**src/rtl/mopshub_sdo_resp_tracker_if.sv**
```systemverilog
`timescale 1ns/1ps
`default_nettype none
//==============================================================================
// Module      : mopshub_sdo_resp_tracker_if
// Description : Snoop/event bundle between the elink-side SDO traffic and the
//               SDO response tracker. The master side owns the snooped
//               downlink/uplink frames, the slave side owns the event outputs.
// Revision    : 1.0 - initial release
//==============================================================================
interface mopshub_sdo_resp_tracker_if;

  // Snooped frames: [75:68] bus_id, [67:57] cob_id, [56:0] payload
  logic        tra_valid;
  logic [75:0] data_tra_downlink;
  logic        rec_valid;
  logic [75:0] data_rec_uplink;

  // Tracker events and table status
  logic        match_pulse;
  logic        timeout_pulse;
  logic        err_pulse;
  logic [2:0]  err_code;
  logic [3:0]  evt_bus_id;
  logic [15:0] pending_mask;
  logic        all_idle;

  modport master (
    output tra_valid, data_tra_downlink, rec_valid, data_rec_uplink,
    input  match_pulse, timeout_pulse, err_pulse, err_code, evt_bus_id,
           pending_mask, all_idle
  );

  modport slave (
    input  tra_valid, data_tra_downlink, rec_valid, data_rec_uplink,
    output match_pulse, timeout_pulse, err_pulse, err_code, evt_bus_id,
           pending_mask, all_idle
  );

endinterface
`default_nettype wire

```
**src/rtl/mopshub_sdo_resp_tracker.sv**
```systemverilog
`timescale 1ns/1ps
`default_nettype none
//==============================================================================
// Module      : mopshub_sdo_resp_tracker
// Description : Tracks one outstanding SDO request per CAN bus, pairs uplink
//               responses with downlink requests, expires stale requests and
//               keeps per-bus match/timeout statistics.
// Revision    : 1.0 - initial release
//==============================================================================
module mopshub_sdo_resp_tracker #(
  parameter int N_BUS       = 16,     // table depth, at most 16 (4-bit bus ids)
  parameter int TIMEOUT_CYC = 40000,  // cycles until a pending request expires
  parameter int TMR_W       = 16      // timer width, TIMEOUT_CYC < 2**TMR_W
) (
  input  logic        clk_40_m,
  input  logic        rst,            // synchronous, active-low
  input  logic [4:0]  n_buses,
  input  logic        clr_stats,
  input  logic [3:0]  stat_sel,
  output logic [15:0] stat_match_cnt,
  output logic [15:0] stat_timeout_cnt,
  mopshub_sdo_resp_tracker_if.slave sdo
);

  // ---------------------------------------------------------------------------
  // Constants
  // ---------------------------------------------------------------------------
  localparam int               c_IDX_W       = 4;
  localparam int               c_COB_W       = 11;
  localparam int               c_CNT_W       = 16;
  localparam int               c_TBL_MAX     = 16;
  localparam logic [7:0]       c_N_BUS_B     = 8'(N_BUS);
  localparam logic [10:0]      c_RESP_OFFSET = 11'h080;
  localparam logic [TMR_W-1:0] c_TMR_LOAD    = TMR_W'(TIMEOUT_CYC);
  localparam logic [TMR_W-1:0] c_TMR_ONE     = TMR_W'(1);
  localparam logic [15:0]      c_CNT_ONE     = 16'h0001;
  localparam logic [15:0]      c_CNT_MAX     = 16'hFFFF;

  localparam logic [2:0] c_ERR_BAD_BUS = 3'b001;
  localparam logic [2:0] c_ERR_UNEXP   = 3'b010;
  localparam logic [2:0] c_ERR_COB     = 3'b011;
  localparam logic [2:0] c_ERR_OVERRUN = 3'b100;

  // ---------------------------------------------------------------------------
  // Frame field extraction
  // ---------------------------------------------------------------------------
  logic [7:0]         w_tra_bus;
  logic [7:0]         w_rec_bus;
  logic [10:0]        w_tra_cob;
  logic [10:0]        w_rec_cob;
  logic [c_IDX_W-1:0] w_tra_idx;
  logic [c_IDX_W-1:0] w_rec_idx;
  logic               w_tra_bad;
  logic               w_rec_bad;
  logic               w_unused_payload;

  assign w_tra_bus = sdo.data_tra_downlink[75:68];
  assign w_tra_cob = sdo.data_tra_downlink[67:57];
  assign w_rec_bus = sdo.data_rec_uplink[75:68];
  assign w_rec_cob = sdo.data_rec_uplink[67:57];
  assign w_tra_idx = w_tra_bus[c_IDX_W-1:0];
  assign w_rec_idx = w_rec_bus[c_IDX_W-1:0];

  // The payload is not inspected; only bus and COB-ID identify a transfer.
  assign w_unused_payload = ^{sdo.data_tra_downlink[56:0], sdo.data_rec_uplink[56:0]};

  // A bus id is invalid when it is not populated or lies outside the table.
  assign w_tra_bad = (w_tra_bus >= {3'b000, n_buses}) || (w_tra_bus >= c_N_BUS_B);
  assign w_rec_bad = (w_rec_bus >= {3'b000, n_buses}) || (w_rec_bus >= c_N_BUS_B);

  // ---------------------------------------------------------------------------
  // Table views (flattened from the per-bus entries below)
  // ---------------------------------------------------------------------------
  logic [N_BUS-1:0]             w_pending;
  logic [N_BUS-1:0]             w_expire;
  logic [N_BUS*c_COB_W-1:0]     w_cob_flat;
  logic [N_BUS*c_CNT_W-1:0]     w_mcnt_flat;
  logic [N_BUS*c_CNT_W-1:0]     w_tcnt_flat;
  logic [c_TBL_MAX*c_CNT_W-1:0] w_mcnt_pad;
  logic [c_TBL_MAX*c_CNT_W-1:0] w_tcnt_pad;
  logic [10:0]                  w_rec_req_cob;
  logic [10:0]                  w_rec_exp_cob;

  // Entries beyond N_BUS read as zero, which also covers stat_sel >= N_BUS.
  assign w_mcnt_pad = (c_TBL_MAX*c_CNT_W)'(w_mcnt_flat);
  assign w_tcnt_pad = (c_TBL_MAX*c_CNT_W)'(w_tcnt_flat);

  // A response to request COB 0x600+n carries COB 0x580+n.
  assign w_rec_req_cob = w_cob_flat[w_rec_idx*c_COB_W +: c_COB_W];
  assign w_rec_exp_cob = w_rec_req_cob - c_RESP_OFFSET;

  // ---------------------------------------------------------------------------
  // Request / response classification
  // ---------------------------------------------------------------------------
  logic       w_match;
  logic       w_rec_err;
  logic [2:0] w_rec_code;
  logic       w_tra_ok;
  logic       w_tra_err;
  logic [2:0] w_tra_code;

  // Classify this cycle's strobes; the response is judged against the old entry first.
  always_comb begin
    w_match    = 1'b0;
    w_rec_err  = 1'b0;
    w_rec_code = 3'b000;
    w_tra_ok   = 1'b0;
    w_tra_err  = 1'b0;
    w_tra_code = 3'b000;

    if (sdo.rec_valid) begin
      if (w_rec_bad) begin
        w_rec_err  = 1'b1;
        w_rec_code = c_ERR_BAD_BUS;
      end else if (!w_pending[w_rec_idx]) begin
        w_rec_err  = 1'b1;
        w_rec_code = c_ERR_UNEXP;
      end else if (w_rec_cob == w_rec_exp_cob) begin
        w_match    = 1'b1;
      end else begin
        w_rec_err  = 1'b1;
        w_rec_code = c_ERR_COB;
      end
    end

    if (sdo.tra_valid) begin
      if (w_tra_bad) begin
        w_tra_err  = 1'b1;
        w_tra_code = c_ERR_BAD_BUS;
      end else begin
        w_tra_ok = 1'b1;
        // A request landing on an entry just freed by a matching response is not an overrun.
        if (w_pending[w_tra_idx] && !(w_match && (w_rec_idx == w_tra_idx))) begin
          w_tra_err  = 1'b1;
          w_tra_code = c_ERR_OVERRUN;
        end
      end
    end
  end

  // ---------------------------------------------------------------------------
  // Per-bus table entries and statistics
  // ---------------------------------------------------------------------------
  for (genvar i = 0; i < N_BUS; i++) begin : g_bus
    logic             r_pend;
    logic [10:0]      r_cob;
    logic [TMR_W-1:0] r_timer;
    logic [15:0]      r_match_cnt;
    logic [15:0]      r_tmo_cnt;
    logic             w_arm;
    logic             w_hit;
    logic             w_exp;

    assign w_arm = w_tra_ok && (w_tra_idx == c_IDX_W'(i));
    assign w_hit = w_match  && (w_rec_idx == c_IDX_W'(i));
    // A match or a fresh request on the final timer cycle cancels the expiry.
    assign w_exp = r_pend && (r_timer == c_TMR_ONE) && !w_hit && !w_arm;

    assign w_pending[i]                       = r_pend;
    assign w_expire[i]                        = w_exp;
    assign w_cob_flat[i*c_COB_W +: c_COB_W]   = r_cob;
    assign w_mcnt_flat[i*c_CNT_W +: c_CNT_W]  = r_match_cnt;
    assign w_tcnt_flat[i*c_CNT_W +: c_CNT_W]  = r_tmo_cnt;

    // Entry lifecycle: arm on request, free on match or expiry, count down while pending.
    always_ff @(posedge clk_40_m) begin
      if (!rst) begin
        r_pend  <= 1'b0;
        r_cob   <= '0;
        r_timer <= '0;
      end else if (w_arm) begin
        r_pend  <= 1'b1;
        r_cob   <= w_tra_cob;
        r_timer <= c_TMR_LOAD;
      end else if (w_hit || w_exp) begin
        r_pend  <= 1'b0;
      end else if (r_pend) begin
        r_timer <= r_timer - c_TMR_ONE;
      end
    end

    // Saturating statistics; a clear wins over a same-cycle increment.
    always_ff @(posedge clk_40_m) begin
      if (!rst || clr_stats) begin
        r_match_cnt <= '0;
        r_tmo_cnt   <= '0;
      end else begin
        if (w_hit && (r_match_cnt != c_CNT_MAX)) begin
          r_match_cnt <= r_match_cnt + c_CNT_ONE;
        end
        if (w_exp && (r_tmo_cnt != c_CNT_MAX)) begin
          r_tmo_cnt <= r_tmo_cnt + c_CNT_ONE;
        end
      end
    end
  end

  // ---------------------------------------------------------------------------
  // Timeout reporting
  // ---------------------------------------------------------------------------
  logic               w_tmo_any;
  logic [c_IDX_W-1:0] w_tmo_bus;

  // Lowest-index expiring bus is the one reported when several expire together.
  always_comb begin
    w_tmo_any = |w_expire;
    w_tmo_bus = '0;
    for (int j = N_BUS - 1; j >= 0; j--) begin
      if (w_expire[j]) begin
        w_tmo_bus = c_IDX_W'(j);
      end
    end
  end

  // ---------------------------------------------------------------------------
  // Registered event outputs
  // ---------------------------------------------------------------------------
  logic       r_match_pulse;
  logic       r_tmo_pulse;
  logic       r_err_pulse;
  logic [2:0] r_err_code;
  logic [3:0] r_evt_bus_id;

  // One-cycle pulses plus sticky error code and event bus (match > error > timeout).
  always_ff @(posedge clk_40_m) begin
    if (!rst) begin
      r_match_pulse <= 1'b0;
      r_tmo_pulse   <= 1'b0;
      r_err_pulse   <= 1'b0;
      r_err_code    <= 3'b000;
      r_evt_bus_id  <= 4'h0;
    end else begin
      r_match_pulse <= w_match;
      r_tmo_pulse   <= w_tmo_any;
      r_err_pulse   <= w_rec_err || w_tra_err;

      if (w_rec_err) begin
        r_err_code <= w_rec_code;
      end else if (w_tra_err) begin
        r_err_code <= w_tra_code;
      end

      // An out-of-range bus id is reported by its low four bits.
      if (w_match) begin
        r_evt_bus_id <= w_rec_idx;
      end else if (w_rec_err) begin
        r_evt_bus_id <= w_rec_bus[3:0];
      end else if (w_tra_err) begin
        r_evt_bus_id <= w_tra_bus[3:0];
      end else if (w_tmo_any) begin
        r_evt_bus_id <= w_tmo_bus;
      end
    end
  end

  assign sdo.match_pulse   = r_match_pulse;
  assign sdo.timeout_pulse = r_tmo_pulse;
  assign sdo.err_pulse     = r_err_pulse;
  assign sdo.err_code      = r_err_code;
  assign sdo.evt_bus_id    = r_evt_bus_id;
  assign sdo.pending_mask  = 16'(w_pending);
  assign sdo.all_idle      = ~|w_pending;

  // ---------------------------------------------------------------------------
  // Statistics readout
  // ---------------------------------------------------------------------------
  logic [15:0] r_stat_match;
  logic [15:0] r_stat_tmo;

  // Registered readout mux, one cycle behind stat_sel.
  always_ff @(posedge clk_40_m) begin
    if (!rst) begin
      r_stat_match <= '0;
      r_stat_tmo   <= '0;
    end else begin
      r_stat_match <= w_mcnt_pad[stat_sel*c_CNT_W +: c_CNT_W];
      r_stat_tmo   <= w_tcnt_pad[stat_sel*c_CNT_W +: c_CNT_W];
    end
  end

  assign stat_match_cnt   = r_stat_match;
  assign stat_timeout_cnt = r_stat_tmo;

endmodule
`default_nettype wire

```
**src/flat_wrapper.sv**
```systemverilog
// flat-port wrapper written by rule: the top's interface ports become plain ports
module mopshub_sdo_resp_tracker_flat 
#(
  parameter int N_BUS       = 16,                                               
  parameter int TIMEOUT_CYC = 40000,                                           
  parameter int TMR_W       = 16                                            
)
  (clk_40_m, rst, n_buses, clr_stats, stat_sel, stat_match_cnt, stat_timeout_cnt, sdo_tra_valid, sdo_data_tra_downlink, sdo_rec_valid, sdo_data_rec_uplink, sdo_match_pulse, sdo_timeout_pulse, sdo_err_pulse, sdo_err_code, sdo_evt_bus_id, sdo_pending_mask, sdo_all_idle);
  mopshub_sdo_resp_tracker_if sdo_i ();
  input  logic clk_40_m;
  input  logic rst;
  input  logic [4:0] n_buses;
  input  logic clr_stats;
  input  logic [3:0] stat_sel;
  output logic [15:0] stat_match_cnt;
  output logic [15:0] stat_timeout_cnt;
  input wire logic [$bits(sdo_i.tra_valid)-1:0] sdo_tra_valid;
  input wire logic [$bits(sdo_i.data_tra_downlink)-1:0] sdo_data_tra_downlink;
  input wire logic [$bits(sdo_i.rec_valid)-1:0] sdo_rec_valid;
  input wire logic [$bits(sdo_i.data_rec_uplink)-1:0] sdo_data_rec_uplink;
  output wire logic [$bits(sdo_i.match_pulse)-1:0] sdo_match_pulse;
  output wire logic [$bits(sdo_i.timeout_pulse)-1:0] sdo_timeout_pulse;
  output wire logic [$bits(sdo_i.err_pulse)-1:0] sdo_err_pulse;
  output wire logic [$bits(sdo_i.err_code)-1:0] sdo_err_code;
  output wire logic [$bits(sdo_i.evt_bus_id)-1:0] sdo_evt_bus_id;
  output wire logic [$bits(sdo_i.pending_mask)-1:0] sdo_pending_mask;
  output wire logic [$bits(sdo_i.all_idle)-1:0] sdo_all_idle;
  assign sdo_i.tra_valid = sdo_tra_valid;
  assign sdo_i.data_tra_downlink = sdo_data_tra_downlink;
  assign sdo_i.rec_valid = sdo_rec_valid;
  assign sdo_i.data_rec_uplink = sdo_data_rec_uplink;
  assign sdo_match_pulse = sdo_i.match_pulse;
  assign sdo_timeout_pulse = sdo_i.timeout_pulse;
  assign sdo_err_pulse = sdo_i.err_pulse;
  assign sdo_err_code = sdo_i.err_code;
  assign sdo_evt_bus_id = sdo_i.evt_bus_id;
  assign sdo_pending_mask = sdo_i.pending_mask;
  assign sdo_all_idle = sdo_i.all_idle;
  mopshub_sdo_resp_tracker #(.N_BUS(N_BUS), .TIMEOUT_CYC(TIMEOUT_CYC), .TMR_W(TMR_W)) u_core (.clk_40_m(clk_40_m), .rst(rst), .n_buses(n_buses), .clr_stats(clr_stats), .stat_sel(stat_sel), .stat_match_cnt(stat_match_cnt), .stat_timeout_cnt(stat_timeout_cnt), .sdo(sdo_i));
endmodule
```
**config.mk**
```make
export PLATFORM = sky130hd
export DESIGN_NAME = mopshub_sdo_resp_tracker_flat
export DESIGN_NICKNAME = d
export VERILOG_FILES = /design/src/rtl/mopshub_sdo_resp_tracker_if.sv /design/src/rtl/mopshub_sdo_resp_tracker.sv /design/src/flat_wrapper.sv
export SDC_FILE = /design/constraint.sdc
export NUM_CORES = 2
export LEC_CHECK = 0
export ABC_AREA = 1
export CORE_MARGIN = 2
export CORE_UTILIZATION = 50
export CTS_CLUSTER_SIZE = 30
export DETAILED_ROUTE_END_ITERATION = 10
export MAX_ROUTING_LAYER = met4
export PLACE_DENSITY = 0.78
export REMOVE_ABC_BUFFERS = 1
export SYNTH_ARGS = -nofsm -noshare
export SYNTH_HDL_FRONTEND = slang
export SYNTH_SLANG_ARGS = --single-unit
```
**constraint.sdc**
```tcl
create_clock -name clk_40_m -period 11.35 [get_ports clk_40_m]
set_input_delay 2.27 -clock clk_40_m [delete_from_list [all_inputs] [get_ports clk_40_m]]
set_output_delay 2.27 -clock clk_40_m [all_outputs]
set_load 0.1 [all_outputs]
```
# Word level (Yosys, flattened, before mapping)
# Cells that the tools add are included.
# classes
bitwise_logic	17
eq_ne	96
magnitude_cmp	6
muxes	126
reduce_logical	255
addsub	49
n_mul	1
shifts	3
# op_table
cell	count
16-bit 2-to-1 mux	48
16-bit by 1-bit adder with 16-bit output (second input constant)	32
16-bit != test (second input constant)	32
256-bit by 9-bit indexed part select with 16-bit output	2
16-bit by 1-bit equality test with 1-bit output (second input constant)	16
16-bit by 1-bit subtractor with 16-bit output (second input constant)	16
176-bit by 9-bit indexed part select with 11-bit output	1
1-bit logical AND	114
4-bit 2-to-1 mux	20
2-bit nonzero test	33
4-bit equality test (second input constant)	16
2-bit AND reduction	32
1-bit 2-to-1 mux	47
1-bit logical NOT	35
4-bit by 3-bit equality test with 1-bit output (second input constant)	8
2-bit by 1-bit != test with 1-bit output (second input constant)	16
16-bit OR reduction	2
2-bit OR reduction	16
3-bit 2-to-1 mux	8
1-bit logical OR	20
1-bit NOT	17
4-bit by 2-bit equality test with 1-bit output (second input constant)	4
8-bit by 5-bit greater-or-equal comparator with 1-bit output	2
8-bit by 5-bit greater-or-equal comparator with 1-bit output (second input constant)	2
other kinds (10)	14
# word_totals
word_cells	656
register_bits	1002

# Depth between registers and ports, before layout
# depth
ltp_word	32
ltp_mapped	39

# Least setup slack after synthesis
# Ideal clock, no wire load.
# synth_path
path_kind	input -> register
startpoint	input port sdo_data_rec_uplink[68]
endpoint	register u_core.g_bus[2].r_match_cnt[13]
setup_time_ps	119
t_arrival_ps	5424
required_time_ps	11231
n_path_buf	2
slack_ps	5807
stages	28
path_cell_list	buf_6 inv_4 buf_2 nand2_1 o21ai_0 nand2_1 nand2_1 nand2_1 nand2_1 nor2_2 ha_1 xor2_1 o21ai_0 nor2_1 nand2_1 nor2_2 nand3_4 nor2_2 nand2_1 nor2_1 nand2_1 nor3_2 nand3_1 nor2_1 nand4_1 nor2_1 inv_1 o221a_2
# synth_via
elab_chain_cells	10
# synth_lines
item	line_no	text
from (decl)	flat_wrapper.sv:20	input wire logic [$bits(sdo_i.data_rec_uplink)-1:0] sdo_data_rec_uplink;
4-bit by 4-bit multiplier with 8-bit output	mopshub_sdo_resp_tracker.sv:89	assign w_rec_req_cob = w_cob_flat[w_rec_idx*c_COB_W +: c_COB_W];
176-bit by 9-bit indexed part select with 11-bit output	mopshub_sdo_resp_tracker.sv:89	
11-bit by 8-bit subtractor with 11-bit output	mopshub_sdo_resp_tracker.sv:90	assign w_rec_exp_cob = w_rec_req_cob - c_RESP_OFFSET;
11-bit equality test	mopshub_sdo_resp_tracker.sv:118	end else if (w_rec_cob == w_rec_exp_cob) begin
1-bit 2-to-1 mux	mopshub_sdo_resp_tracker.sv:118	
1-bit 2-to-1 mux	mopshub_sdo_resp_tracker.sv:115	end else if (!w_pending[w_rec_idx]) begin
1-bit 2-to-1 mux	mopshub_sdo_resp_tracker.sv:112	if (w_rec_bad) begin
1-bit 2-to-1 mux	mopshub_sdo_resp_tracker.sv:111	if (sdo.rec_valid) begin
1-bit logical AND *	mopshub_sdo_resp_tracker.sv:155	assign w_hit = w_match && (w_rec_idx == c_IDX_W'(i));
1-bit logical AND *	mopshub_sdo_resp_tracker.sv:188	if (w_hit && (r_match_cnt != c_CNT_MAX)) begin
to (signal assigned)	mopshub_sdo_resp_tracker.sv:189	r_match_cnt <= r_match_cnt + c_CNT_ONE;
to (decl)	mopshub_sdo_resp_tracker.sv:148	logic [15:0] r_match_cnt;
# Every way passes the cells marked *; elsewhere a longest branch is shown, timed or not. The select of a mux whose other input is x is not followed.
# A chain may end at the register's enable or synchronous reset.

# Final worst setup path
# layout_path
startpoint	input port sdo_data_rec_uplink[71]
endpoint	register u_core.r_evt_bus_id[1] (netlist: u_core.sdo.evt_bus_id[1])
# layout_via
elab_chain_cells	32
# layout_lines
item	line_no	text
4-bit by 4-bit multiplier with 8-bit output	mopshub_sdo_resp_tracker.sv:89	
176-bit by 9-bit indexed part select with 11-bit output	mopshub_sdo_resp_tracker.sv:89	
11-bit by 8-bit subtractor with 11-bit output	mopshub_sdo_resp_tracker.sv:90	
11-bit equality test	mopshub_sdo_resp_tracker.sv:118	
1-bit 2-to-1 mux	mopshub_sdo_resp_tracker.sv:118	
1-bit 2-to-1 mux	mopshub_sdo_resp_tracker.sv:115	
1-bit 2-to-1 mux	mopshub_sdo_resp_tracker.sv:112	
1-bit 2-to-1 mux	mopshub_sdo_resp_tracker.sv:111	
1-bit logical AND	mopshub_sdo_resp_tracker.sv:155	
1-bit logical NOT	mopshub_sdo_resp_tracker.sv:157	assign w_exp = r_pend && (r_timer == c_TMR_ONE) && !w_hit && !w_arm;
1-bit logical AND (2 in a row)	mopshub_sdo_resp_tracker.sv:157	
4-bit 2-to-1 mux (16 in a row)	mopshub_sdo_resp_tracker.sv:209	if (w_expire[j]) begin
4-bit 2-to-1 mux	mopshub_sdo_resp_tracker.sv:250	end else if (w_tmo_any) begin
4-bit 2-to-1 mux	mopshub_sdo_resp_tracker.sv:248	end else if (w_tra_err) begin
4-bit 2-to-1 mux	mopshub_sdo_resp_tracker.sv:246	end else if (w_rec_err) begin
4-bit 2-to-1 mux	mopshub_sdo_resp_tracker.sv:244	if (w_match) begin
to (signal assigned)	mopshub_sdo_resp_tracker.sv:245	r_evt_bus_id <= w_rec_idx;
to (signal assigned)	mopshub_sdo_resp_tracker.sv:247	r_evt_bus_id <= w_rec_bus[3:0];
to (signal assigned)	mopshub_sdo_resp_tracker.sv:249	r_evt_bus_id <= w_tra_bus[3:0];
to (decl)	mopshub_sdo_resp_tracker.sv:222	logic [3:0] r_evt_bus_id;
# Several ways; a longest one is shown, not always the timed one. The select of a mux whose other input is x is not followed.

==> flow_summary.yaml <==
outcome:
  status: "completed"
clock_network:
  root_buffer: "clkbuf_16"
  numCtsBuffers: 110
  cts_resized: 0
  clkTransAtPathRegs_ps: 60
  cts_sinks: 1002
  holdBufCountCts: 0
  cts_buffer_depth: 3
  tritoncts: "yes"
  htreeDepth: 3
  clk_latency_ps: 720
  post_cts_buffers: 0
place:
  place_area_mm2: 0.0565
  gp_congestion: 0.968
  port_buffers: 110
  dp_hpwl_um: 118000
  dp_cells: 9563
yosys:
  synth_top_cell_by_area: "dfxtp_1"
  yosys_warnings: 0
  syn_area_mm2: 0.0545
  synth_commonest_cells: "1407 x nand2_1, 1187 x inv_1, 1002 x dfxtp_1"
  ys_top_cells_by_area: "dfxtp_1 37%, nand2_1 9.7%, a21oi_1 9.0%"
  synth-compound-area-share_pct: 19.8
  synthMuxAreaShare_pct: 0.0184
  synth_top_family_by_area: "simple AND/OR/NAND/NOR gates"
  synth_most_common_cell: "nand2_1"
  synth_edf_count: 0
  synth_xor_area_share_pct: 1.40
  netlist.area_leader.share_pct: 36.8
  avgSynthCellArea_um2: 6.57
  yosys.area_share.simple_pct: 29.4
  synth_cells: 8304
  ys_ff_latch: 1002
  synth.distinct_cells: 68
  synth-adder-area-share_pct: 1.72
  synth_async_sr_flop_share_pct: 0
  synth_ff_type: "dfxtp_1"
  ys_seq_area_share_pct: 36.8
floorplanning:
  start_util_pct: 50.2
  io_pins: 225
  die-area_mm2: 0.112
  fp.coreArea_mm2: 0.109
  die_x_um: 334
  num_rows: 121
  fp.dieH_um: 334
sta:
  fin_crit_ps: 8100
  hold_ws_ps: 457
  setup_viol: 0
  hold_violations: 0
  rsz0062_at_grt: "false"
  skew_ps: 30.4
  relSlewSlack_pct: 20.4
  period_share_pct: 71.3
  tightest_slew_ps: 1190
  drv_slew: 0
  clock.fmax_mhz: 124
power:
  powerDensity_mw_per_mm2: 130
  p_leak_nw: 23.1
  ir_drop_v: 0.000134
  power_w: 0.00787
setup_path:
  path_buf_inv: 5
  path_delay_family: "simple AND/OR/NAND/NOR gates"
  worst-setup-path-type: "input pin to register"
  cp.required_ps: 12000
  cp_common_cell: "nand2_1"
  critical_path_arrival_ps: 8750
  max_stage_delay_ps: 800
  worstReg2RegStart: "u_core.g_bus[1].r_cob[8]"
  startpoint_type: "input pin"
  crit_fanout: 12
  end_kind: "register"
  slowest_stage: "clkdlybuf4s50_1"
  crit_start: "sdo_data_rec_uplink[71]"
global_route:
  antenna_found_initial: 4
  grt_max_degree: 202
  grt_use_total_pct: 29.6
  grt_pass1_vias: 51300
  grt_pass1_wl_um: 264000
  overflow: 0
cells_and_area:
  layout.area.seq_mm2: 0.0201
  multiInputGateArea_mm2: 0.0286
  fin_util_pct: 55.6
  design_area_mm2: 0.0604
  fin_cells: 9777
  fillCellCount: 10300
  drive_gt1_share_pct: 4.65
  syn2layout_area_growth_pct: 10.7
  layout.nets: 8502
drt:
  dr.pass1.iters: 8
  routed_wl_um: 166000
  drc: 0
  dr_total_vias: 55800
  vias_per_cell: 5.71
  drtAntennaViolNets: 0
  wl_per_cell_um: 17.0
  drt-initial-drc-count: 6116
worst_hold_path:
  hp-class: "register to register"
  worstHoldStart: "u_core.g_bus[7].r_cob[8]"
flow_run:
  max_cap_viol_count: 0
layer usage:
metal	track usage [%]	wire length, um	share of wire (%)	vias up
met1	37.6	70900	43	25600
met2	45.3	73000	44	2183
met5	-	0	0	-
met3	4.81	13700	8.3	445
li1	-	-	-	27600
met4	15.2	8700	5.2	0
worst reg2reg max path, cell delays in order (launching register included):
cell     delay, ps
dfxtp_1        310
nand2_1         60
o21ai_0        100
nand2_1        110
nand2_1         70
nand2_1         60
nand2_1         70
nor2_2         200
ha_1           270
xor2_1         230
o21ai_0        140
nor2_1         100
nand2_1         70
nor2_2         160
nand3_4        230
nor3_2         600
inv_1          130
nor2_1         550
inv_1          130
nand2_1        120
nand2_1         70
nor2_1         250
nand4_1        200
nor2_1         230
nand3_1        240
nand2_1        170
a21oi_1         50
a21oi_1        150
layout make-up:
class | count | area share (%)
clock inverters | 47 | 1.04
flip-flops and latches | 1002 | 33.2
repair buffers | 157 | 2.41
diodes | 6 | 0.0249
clock buffers | 161 | 5.46
well taps | 1414 | 2.93
multi-input cells | 5765 | 47.3
inverters | 1225 | 7.64
layout by cell type (no fill, tap or decap), types with 9 or more instances in the layout:
master           count
o21ai_1             23
clkinvlp_4          12
nand3b_1            30
xnor2_1             17
clkdlybuf4s50_1    104
clkinv_2            15
inv_2               26
nand2_1           1407
a211oi_1            36
o21a_1              59
o21ai_0            801
inv_1             1184
clkbuf_8            32
o211ai_1            35
ha_1                75
clkbuf_16          112
nand4_1            184
nor3_1             369
nor3b_1             41
o22ai_1             18
a21oi_1            982
clkinv_1            10
o31ai_1              9
bufinv_16           13
nor3_2              12
a31oi_1             31
buf_4               48
xor2_1              70
or2_2               30
dfxtp_1           1002
nor2_1             800
nand3_1            437
clkbuf_1            18
nor2_2              25
nor4_1             149
nand2_2             11
and3_1              17
kinds of logic (layout without fill, tap and decap cells):
family	after synthesis	after routing
compound gates	2041	2041
other cells	0	6
flops	1002	1002
xor+xnor	87	87
simple gates	3561	3561
buf+inv	1537	1590
fa+ha+maj	75	75
mux	1	1
worst paths after layout:
kind / endpoint / slack (ps) / depth (start not counted)
worst max-delay path: u_core.sdo.evt_bus_id[1] / 3250 / 27
worst min-delay path: u_core.g_bus[7].r_cob[8] / 460 / 2
worst max register to register: u_core.sdo.evt_bus_id[1] / 6190 / 27
worst min register to register: u_core.g_bus[7].r_cob[8] / 460 / 2
where the power goes:
group / switching [W] / internal (W) / leakage (nW)
logic: 0.000363 / 0.000112 / 13.1
registers: 0.00000673 / 0.00353 / 8.07
clock network: 0.00155 / 0.00231 / 1.90
state kept, by name, summed over array words and instances (netlist names):
signal and count:
u_core.g_bus.r_tmo_cnt 256, u_core.sdo.evt_bus_id 4, u_core.sdo.timeout_pulse 1, u_core.sdo.match_pulse 1, u_core.g_bus.r_timer 256, u_core.stat_match_cnt 16, u_core.g_bus.r_cob 176, u_core.sdo.err_pulse 1
u_core.g_bus.r_match_cnt 256, u_core.sdo.err_code 3, u_core.stat_timeout_cnt 16, u_core.g_bus.r_pend 16
metrics by stage:
stage,setup WS [ps],TNS [ps]
floorplan,-5220,-1030900
global placement,2970,0
detailed placement,2850,0
CTS,3540,0
global route,3030,0
finish,3250,0
No activity file was read; power rests on OpenSTA's default activity.
